## src/rtl/std_cache_bypass_arbiter.sv

```systemverilog
// -----------------------------------------------------------------------------
// std_cache_pkg / std_cache_bypass_arbiter
//
// Purpose:
//   Shares the single uncached (bypass) port of the std-cache miss handler
//   between NR_PORTS cache clients. Round-robin arbitration picks one client,
//   its request is registered and issued downstream, and the grant / response
//   are routed back to that client only. At most one transaction is in flight.
//
// Ports:
//   clk_i         in   clock
//   rst_ni        in   asynchronous reset, active low
//   req_i         in   NR_PORTS x bypass_req_t, client requests (.req qualifies)
//   rsp_o         out  NR_PORTS x bypass_rsp_t, client gnt/valid/rdata
//   bypass_req_o  out  request to the miss-handler bypass port (registered)
//   bypass_rsp_i  in   response from the miss-handler bypass port
//   busy_o        out  high while a transaction is in flight
// -----------------------------------------------------------------------------
package std_cache_pkg;

    typedef struct packed {
        logic        req;
        logic        we;
        logic [7:0]  be;
        logic [1:0]  size;
        logic [3:0]  id;
        logic [63:0] addr;
        logic [63:0] wdata;
    } bypass_req_t;

    typedef struct packed {
        logic        gnt;
        logic        valid;
        logic [63:0] rdata;
    } bypass_rsp_t;

endpackage

module std_cache_bypass_arbiter
    import std_cache_pkg::*;
#(
    parameter int unsigned NR_PORTS = 4
) (
    input  logic                       clk_i,
    input  logic                       rst_ni,
    input  bypass_req_t [NR_PORTS-1:0] req_i,
    output bypass_rsp_t [NR_PORTS-1:0] rsp_o,
    output bypass_req_t                bypass_req_o,
    input  bypass_rsp_t                bypass_rsp_i,
    output logic                       busy_o
);

    localparam int unsigned IDX_W = $clog2(NR_PORTS);

    localparam logic [1:0] S_IDLE = 2'd0;
    localparam logic [1:0] S_REQ  = 2'd1;
    localparam logic [1:0] S_WAIT = 2'd2;

    logic [1:0]       r_state;
    logic [IDX_W-1:0] r_rr_ptr;
    logic [IDX_W-1:0] r_winner;
    bypass_req_t      r_req;

    logic             w_found;
    logic [IDX_W-1:0] w_pick;
    logic [IDX_W-1:0] w_pick_next;
    bypass_req_t      w_issue;

    // Round-robin search: first requesting port at or after r_rr_ptr.
    // rr_ptr and k are both below NR_PORTS, so one subtraction wraps.
    always_comb begin
        int unsigned      sum;
        logic [IDX_W-1:0] idx;
        w_found = 1'b0;
        w_pick  = '0;
        sum     = 0;
        idx     = '0;
        for (int unsigned k = 0; k < NR_PORTS; k++) begin
            sum = 32'(r_rr_ptr) + k;
            if (sum >= NR_PORTS) begin
                sum = sum - NR_PORTS;
            end
            idx = IDX_W'(sum);
            if (!w_found && req_i[idx].req) begin
                w_found = 1'b1;
                w_pick  = idx;
            end
        end
    end

    // Next pointer and the request copy that will be issued downstream.
    // The client's id field is replaced by the port index so the response
    // can be traced back to its origin.
    always_comb begin
        w_pick_next = (32'(w_pick) == NR_PORTS - 1) ? '0 : IDX_W'(w_pick + 1'b1);
        w_issue     = req_i[w_pick];
        w_issue.req = 1'b1;
        w_issue.id  = 4'(w_pick);
    end

    always_ff @(posedge clk_i or negedge rst_ni) begin
        if (!rst_ni) begin
            r_state  <= S_IDLE;
            r_rr_ptr <= '0;
            r_winner <= '0;
            r_req    <= '0;
        end else begin
            case (r_state)
                S_IDLE: begin
                    if (w_found) begin
                        r_req    <= w_issue;
                        r_winner <= w_pick;
                        r_rr_ptr <= w_pick_next;
                        r_state  <= S_REQ;
                    end
                end
                S_REQ: begin
                    // A valid without gnt is not ours yet and is ignored.
                    if (bypass_rsp_i.gnt) begin
                        r_req.req <= 1'b0;
                        r_state   <= bypass_rsp_i.valid ? S_IDLE : S_WAIT;
                    end
                end
                S_WAIT: begin
                    if (bypass_rsp_i.valid) begin
                        r_state <= S_IDLE;
                    end
                end
                default: begin
                    r_state <= S_IDLE;
                end
            endcase
        end
    end

    // r_req.req is high exactly while in S_REQ, so the register drives the
    // port directly and fields stay stable until the grant.
    assign bypass_req_o = r_req;
    assign busy_o       = (r_state != S_IDLE);

    // Grant/valid are passed through combinationally to the winner only;
    // rdata is broadcast and only meaningful alongside valid.
    always_comb begin
        for (int unsigned i = 0; i < NR_PORTS; i++) begin
            rsp_o[i].gnt   = 1'b0;
            rsp_o[i].valid = 1'b0;
            rsp_o[i].rdata = bypass_rsp_i.rdata;
        end
        if (r_state == S_REQ && bypass_rsp_i.gnt) begin
            rsp_o[r_winner].gnt   = 1'b1;
            rsp_o[r_winner].valid = bypass_rsp_i.valid;
        end else if (r_state == S_WAIT && bypass_rsp_i.valid) begin
            rsp_o[r_winner].valid = 1'b1;
        end
    end

`ifndef SYNTHESIS
    always @(posedge clk_i) begin
        if (rst_ni) begin
            assert (!(r_state == S_REQ && bypass_rsp_i.valid && !bypass_rsp_i.gnt))
            else $warning("bypass arbiter: downstream valid without gnt in REQ, ignored");
            assert (!(r_state == S_WAIT && bypass_rsp_i.gnt))
            else $warning("bypass arbiter: downstream gnt while waiting for response, ignored");
            assert (32'(r_winner) < NR_PORTS)
            else $error("bypass arbiter: winner index out of range");
        end
    end
`endif

endmodule

```

## config.mk

```make
export PLATFORM = sky130hd
export DESIGN_NAME = std_cache_bypass_arbiter
export DESIGN_NICKNAME = d
export VERILOG_FILES = /design/src/rtl/std_cache_bypass_arbiter.sv
export SDC_FILE = /design/constraint.sdc
export NUM_CORES = 1
export LEC_CHECK = 0
export BUFFER_PORTS_ARGS = -buffer_cell sky130_fd_sc_hd__buf_2
export CAP_MARGIN = 20
export CORE_AREA = 2 2 409 411
export DETAILED_ROUTE_END_ITERATION = 10
export DIE_AREA = 0 0 411 413
export PLACE_DENSITY = 0.3
export SETUP_SLACK_MARGIN = 0.05
export SKIP_CTS_REPAIR_TIMING = 1
export SYNTH_ARGS = -nofsm -noshare
export SYNTH_HDL_FRONTEND = slang
export SYNTH_SLANG_ARGS = --single-unit
```

## constraint.sdc

```tcl
create_clock -name clk_i -period 3.5 [get_ports clk_i]
set_input_delay 0.7 -clock clk_i [delete_from_list [all_inputs] [get_ports clk_i]]
set_output_delay 0.7 -clock clk_i [all_outputs]
set_load 0.1 [all_outputs]
```

== Yosys cells after proc, flatten, opt, wreduce, memory -nomap -nowiden ==
Cells that the tools add are included.
W data, S select, Z words.
Word-level totals
  memories: 0
  bits in latches: 0
  ROM bits: 0
  flip-flop bits (word level): 146
  output and inout port bits: 409
  memory bits (writable): 0
  input port bits: 644
  word-level logic and storage cells: 89
Cells by class
  add/sub/neg operators: 8
  shift-type cells: 0
  bitwise operators: 0
  magnitude comparators: 11
  div/mod/pow operators: 0
  muxes and demuxes: 40
  reduce and logical (&&, ||, !) cells: 15
  equal/unequal tests: 6
  multipliers: 0
Operator list (count)
  $bmux W144 S2: 5
  $bwmux W264: 3
  $mux W144: 5
  $mux W264: 2
  $demux W66 S2: 2
  $mux W143: 1
  $mux W66: 1
  $mux W65: 1
  $mux W2: 13
  $lt A2 B3 Y1 const B: 6
  $ge A3 B3 Y1 const B: 3
  $sub A2 B1 Y2 const B: 4
  $add A2 B2 Y3 const B: 2
  $logic_and A1 B1 Y1: 6
  $ne A2 B2 Y1 const B: 3
  $pmux W2 S3: 1
  $reduce_and A3 Y1: 2
  $mux W1: 5
  $eq A2 B2 Y1 const B: 2
  $reduce_bool A2 Y1: 2
  $add A2 B1 Y3 const B: 1
  $ge A2 B3 Y1 const B: 1
  $logic_not A1 Y1: 3
  $add A2 B1 Y2 const B: 1
  other kinds (5): 5

== Depth between registers and ports, before layout ==
  depth in word-level cells: 18
  gate-level depth with buffers: 8

== Least setup slack after synthesis ==
OpenSTA, ideal clock, no wires.
  path kind: input -> output
  start: in bypass_rsp_i[65] (netlist name)
  end: out rsp_o[64] (netlist name)
  stages: 4
  slack: -0.320 ns
  path buffers: 0
  data required time: 2.800 ns
  arrival: 3.120 ns
  cells stage by stage: nand3_1 -> o21ai_0 -> nand2_1 -> nor3_1
RTL lines
  from (decl): RTL line 49  | input bypass_rsp_t bypass_rsp_i,
  to (decl): RTL line 47  | output bypass_rsp_t [NR_PORTS-1:0] rsp_o,

==> out/results.txt <==
Num CTS Buffers -> 17
Clock buffer depth -> 2
# IOs -> 1053
Crit Path Class -> reg -> out
Final Max Slew Viols -> 0
Clk pin slew, worst setup/hold paths -> 70 ps
CP max stage cell -> buf_2
Pint -> 0.00598 W
Combinational Power Share -> 69.9%
Adder-cell share of the synthesized area -> 0%
Unrepaired setup endpoints after global routing -> false
Pwr Density -> 991 nW/um2
Share of layout cells above drive strength 1 -> 53.5%
H-tree lvl count -> 4
Final setup viols -> 0
Post-Syn Area -> 11700 um2
Status -> complete, no violations
Reg-to-reg startpoint -> r_rr_ptr[1]
GRT Residual Overflow -> 0
FP Rows -> 150
Layout Utilization -> 10.2%
Met1 wire length -> 27900 um
Area fraction in compound gates after synthesis -> 22.6%
Crit-path max FO -> 6
Tot GR Track Use -> 8.21%
Net Sw Frac -> 64.4%
Layout Skew -> 21.0 ps
Setup slack, reg-to-reg -> 1070 ps
First-pass GRT wire length -> 95600 um
Remaining antenna violation count -> 0
Crit path time final -> 2760 ps
Area grow syn2layout -> 44.4%
CTS Root Cell -> clkbuf_16
DR WL/cell -> 18.5 um
Startpoint types -> flip-flop
Final GP Congestion -> 0.786
DP Wirelength -> 58400 um
# port buffers -> 714
Worst-path cell chain -> inv_1 > nand3_1 > o21ai_0 > nand2_1 > nor3_2 > buf_2
Synthesis Warnings -> 0
CORE AREA -> 166000 um2
Most common cell after layout, fill and taps aside -> buf_2
R2R Path End -> bypass_req_o[127]
Clock power frac -> 12.2%
Yosys reg bits -> 146
Final Hold Viols -> 0
Total power -> 0.0168 W
CP Capture Point -> rsp_o[64]
Max_slew headroom -> 34.8%
Most frequent cells in the layout -> 713 x buf_2, 183 x a211oi_1, 148 x nor2_1
Wirelength, routed -> 72500 um
Worst-Skew Late Latency -> 530 ps
TritonRoute pass-1 iters -> 5
CTS tree -> done
Lkg Pwr -> 7.38 nW
Worst-Margin Slew -> 958 ps
Critical Path RT -> 2800 ps
Number of global-route vias before repair -> 11.5k
Die Height -> 413 um
Met3 wire length -> 8710 um
XOR/XNOR share of the synthesized area -> 0.0746%
Setup crit end kind -> output port
Initial antenna violation count -> 27
Vias -> 11.1k
Final Cycle Share -> 78.9%
Syn Inst Count -> 1260
Nets -> 2331
Clock Sink Count -> 146
Synth Area per Inst -> 9.32 um2
Max Cap Violations -> 0
Max Used Layer -> met5
P_sw -> 0.0108 W
Seq/Total Area, Yosys -> 31.1%
Vias per cell -> 2.84
Main combinational cell family by area after synthesis -> compound AO/OA/AOI/OAI gates
Final TNS setup -> 0 ps
FMAX -> 362 MHz
Setup crit start -> r_state[1]
Hold crit path type -> in -> async
R2r worst-path depth -> 7
# DRC -> 0
Post-Synth Simple-Gate Area -> 13.3%
Max VDD drop -> 0.557 mV
Initial cell density of the core -> 7.08%
Die area -> 170000 um2
Post-synthesis cell type count -> 29
CP arrival -> 2060 ps
Met2 WL -> 33200 um
Critical Path Max Stage Delay -> 450 ps
Ys flop type -> dfrtp_1
Initial DRC count -> 412
Mux contribution to synthesized area -> 11.9%
Post-synth EDFFs -> 0
Die Width -> 411 um
Reg power frac -> 17.9%
Fillers -> 19.4k
Largest net degree at the start of global routing -> 113
Synth async-reset ratio -> 100%
## cell type report
type	instances	area [um2]	area share [%]
multi-input cells	747	5690	33.6
clock buffers	18	429	2.53
inverters	3	11.3	0.0664
well taps	2204	2760	16.3
clock inverters	14	155	0.915
flip-flops and latches	146	3650	21.5
repair buffers	772	4220	24.9
diodes	17	42.5	0.251
## critical path: cells and delay by family (launching register included)
kind / cells / cell delay, ps
compound gates: 1 / 170
buf+inv: 2 / 520
flops: 1 / 400
simple gates: 3 / 470
## synth_stat cells, drive strengths merged, types with 2 or more instances
| library cell | instances | area share [%] |
|---|---|---|
| a211oi | 279 | 22 |
| a21oi | 2 | 0.085 |
| a31oi | 2 | 0.11 |
| and3 | 140 | 7.5 |
| buf | 314 | 19 |
| clkbuf | 51 | 1.6 |
| dfrtp | 146 | 31 |
| inv | 3 | 0.096 |
| mux2i | 140 | 12 |
| nand2 | 13 | 0.42 |
| nand2b | 3 | 0.16 |
| nor2 | 149 | 4.8 |
| nor2b | 2 | 0.11 |
| nor3 | 2 | 0.085 |
| o21ai | 4 | 0.17 |
## power groups by stage
stage / Sequential, W / Clock [W] / Combinational, W
floorplan: 0.00878 / 0 / 0.00447
global placement: 0.00303 / 0 / 0.0120
detailed placement: 0.00303 / 0 / 0.0119
CTS: 0.00302 / 0.00224 / 0.0119
global route: 0.00312 / 0.00227 / 0.0123
finish: 0.00301 / 0.00205 / 0.0117
## through the flow
stage               instance area [um2]  hold slack [ps]  std cells  setup slack [ps]
finish                            17000              169       3921               738
global route                      16900              144       3909               479
CTS                               16900              112       3904               639
detailed placement                16300              453       3872               588
global placement                  16300              467       3872               602
floorplan                         11800              404       1261               348
## metal layers
metal	vias to the layer above	track usage [%]
met2	606	12.9
met4	20	3.90
li1	5195	-
met1	5202	8.92
met3	96	4.57
met5	-	0
## state kept, by name, summed over array words and instances (netlist names)
signal,flops
r_state,2
bypass_req_o,142
r_rr_ptr,2
## how the worst min path moves through the flow
stage | slack [ps] | depth (start not counted) | endpoint | start
after detailed placement | 450 | 1 | r_state[0] | r_state[1]
after CTS | 110 | 1 | bypass_req_o[82] | rst_ni
after floorplan | 400 | 0 | bypass_req_o[0] | rst_ni
after global placement | 470 | 1 | r_state[0] | r_state[1]
final | 170 | 1 | bypass_req_o[67] | rst_ni
after global routing | 140 | 1 | bypass_req_o[83] | rst_ni
## cells by family after synthesis
group | Yosys count
XOR/XNOR | 1
multiplexers | 140
buffers and inverters | 368
flip-flops | 146
AO/OA/AOI/OAI | 290
AND/OR/NAND/NOR | 314
other | 1
Note: power is estimated with default switching activity, not from simulation.
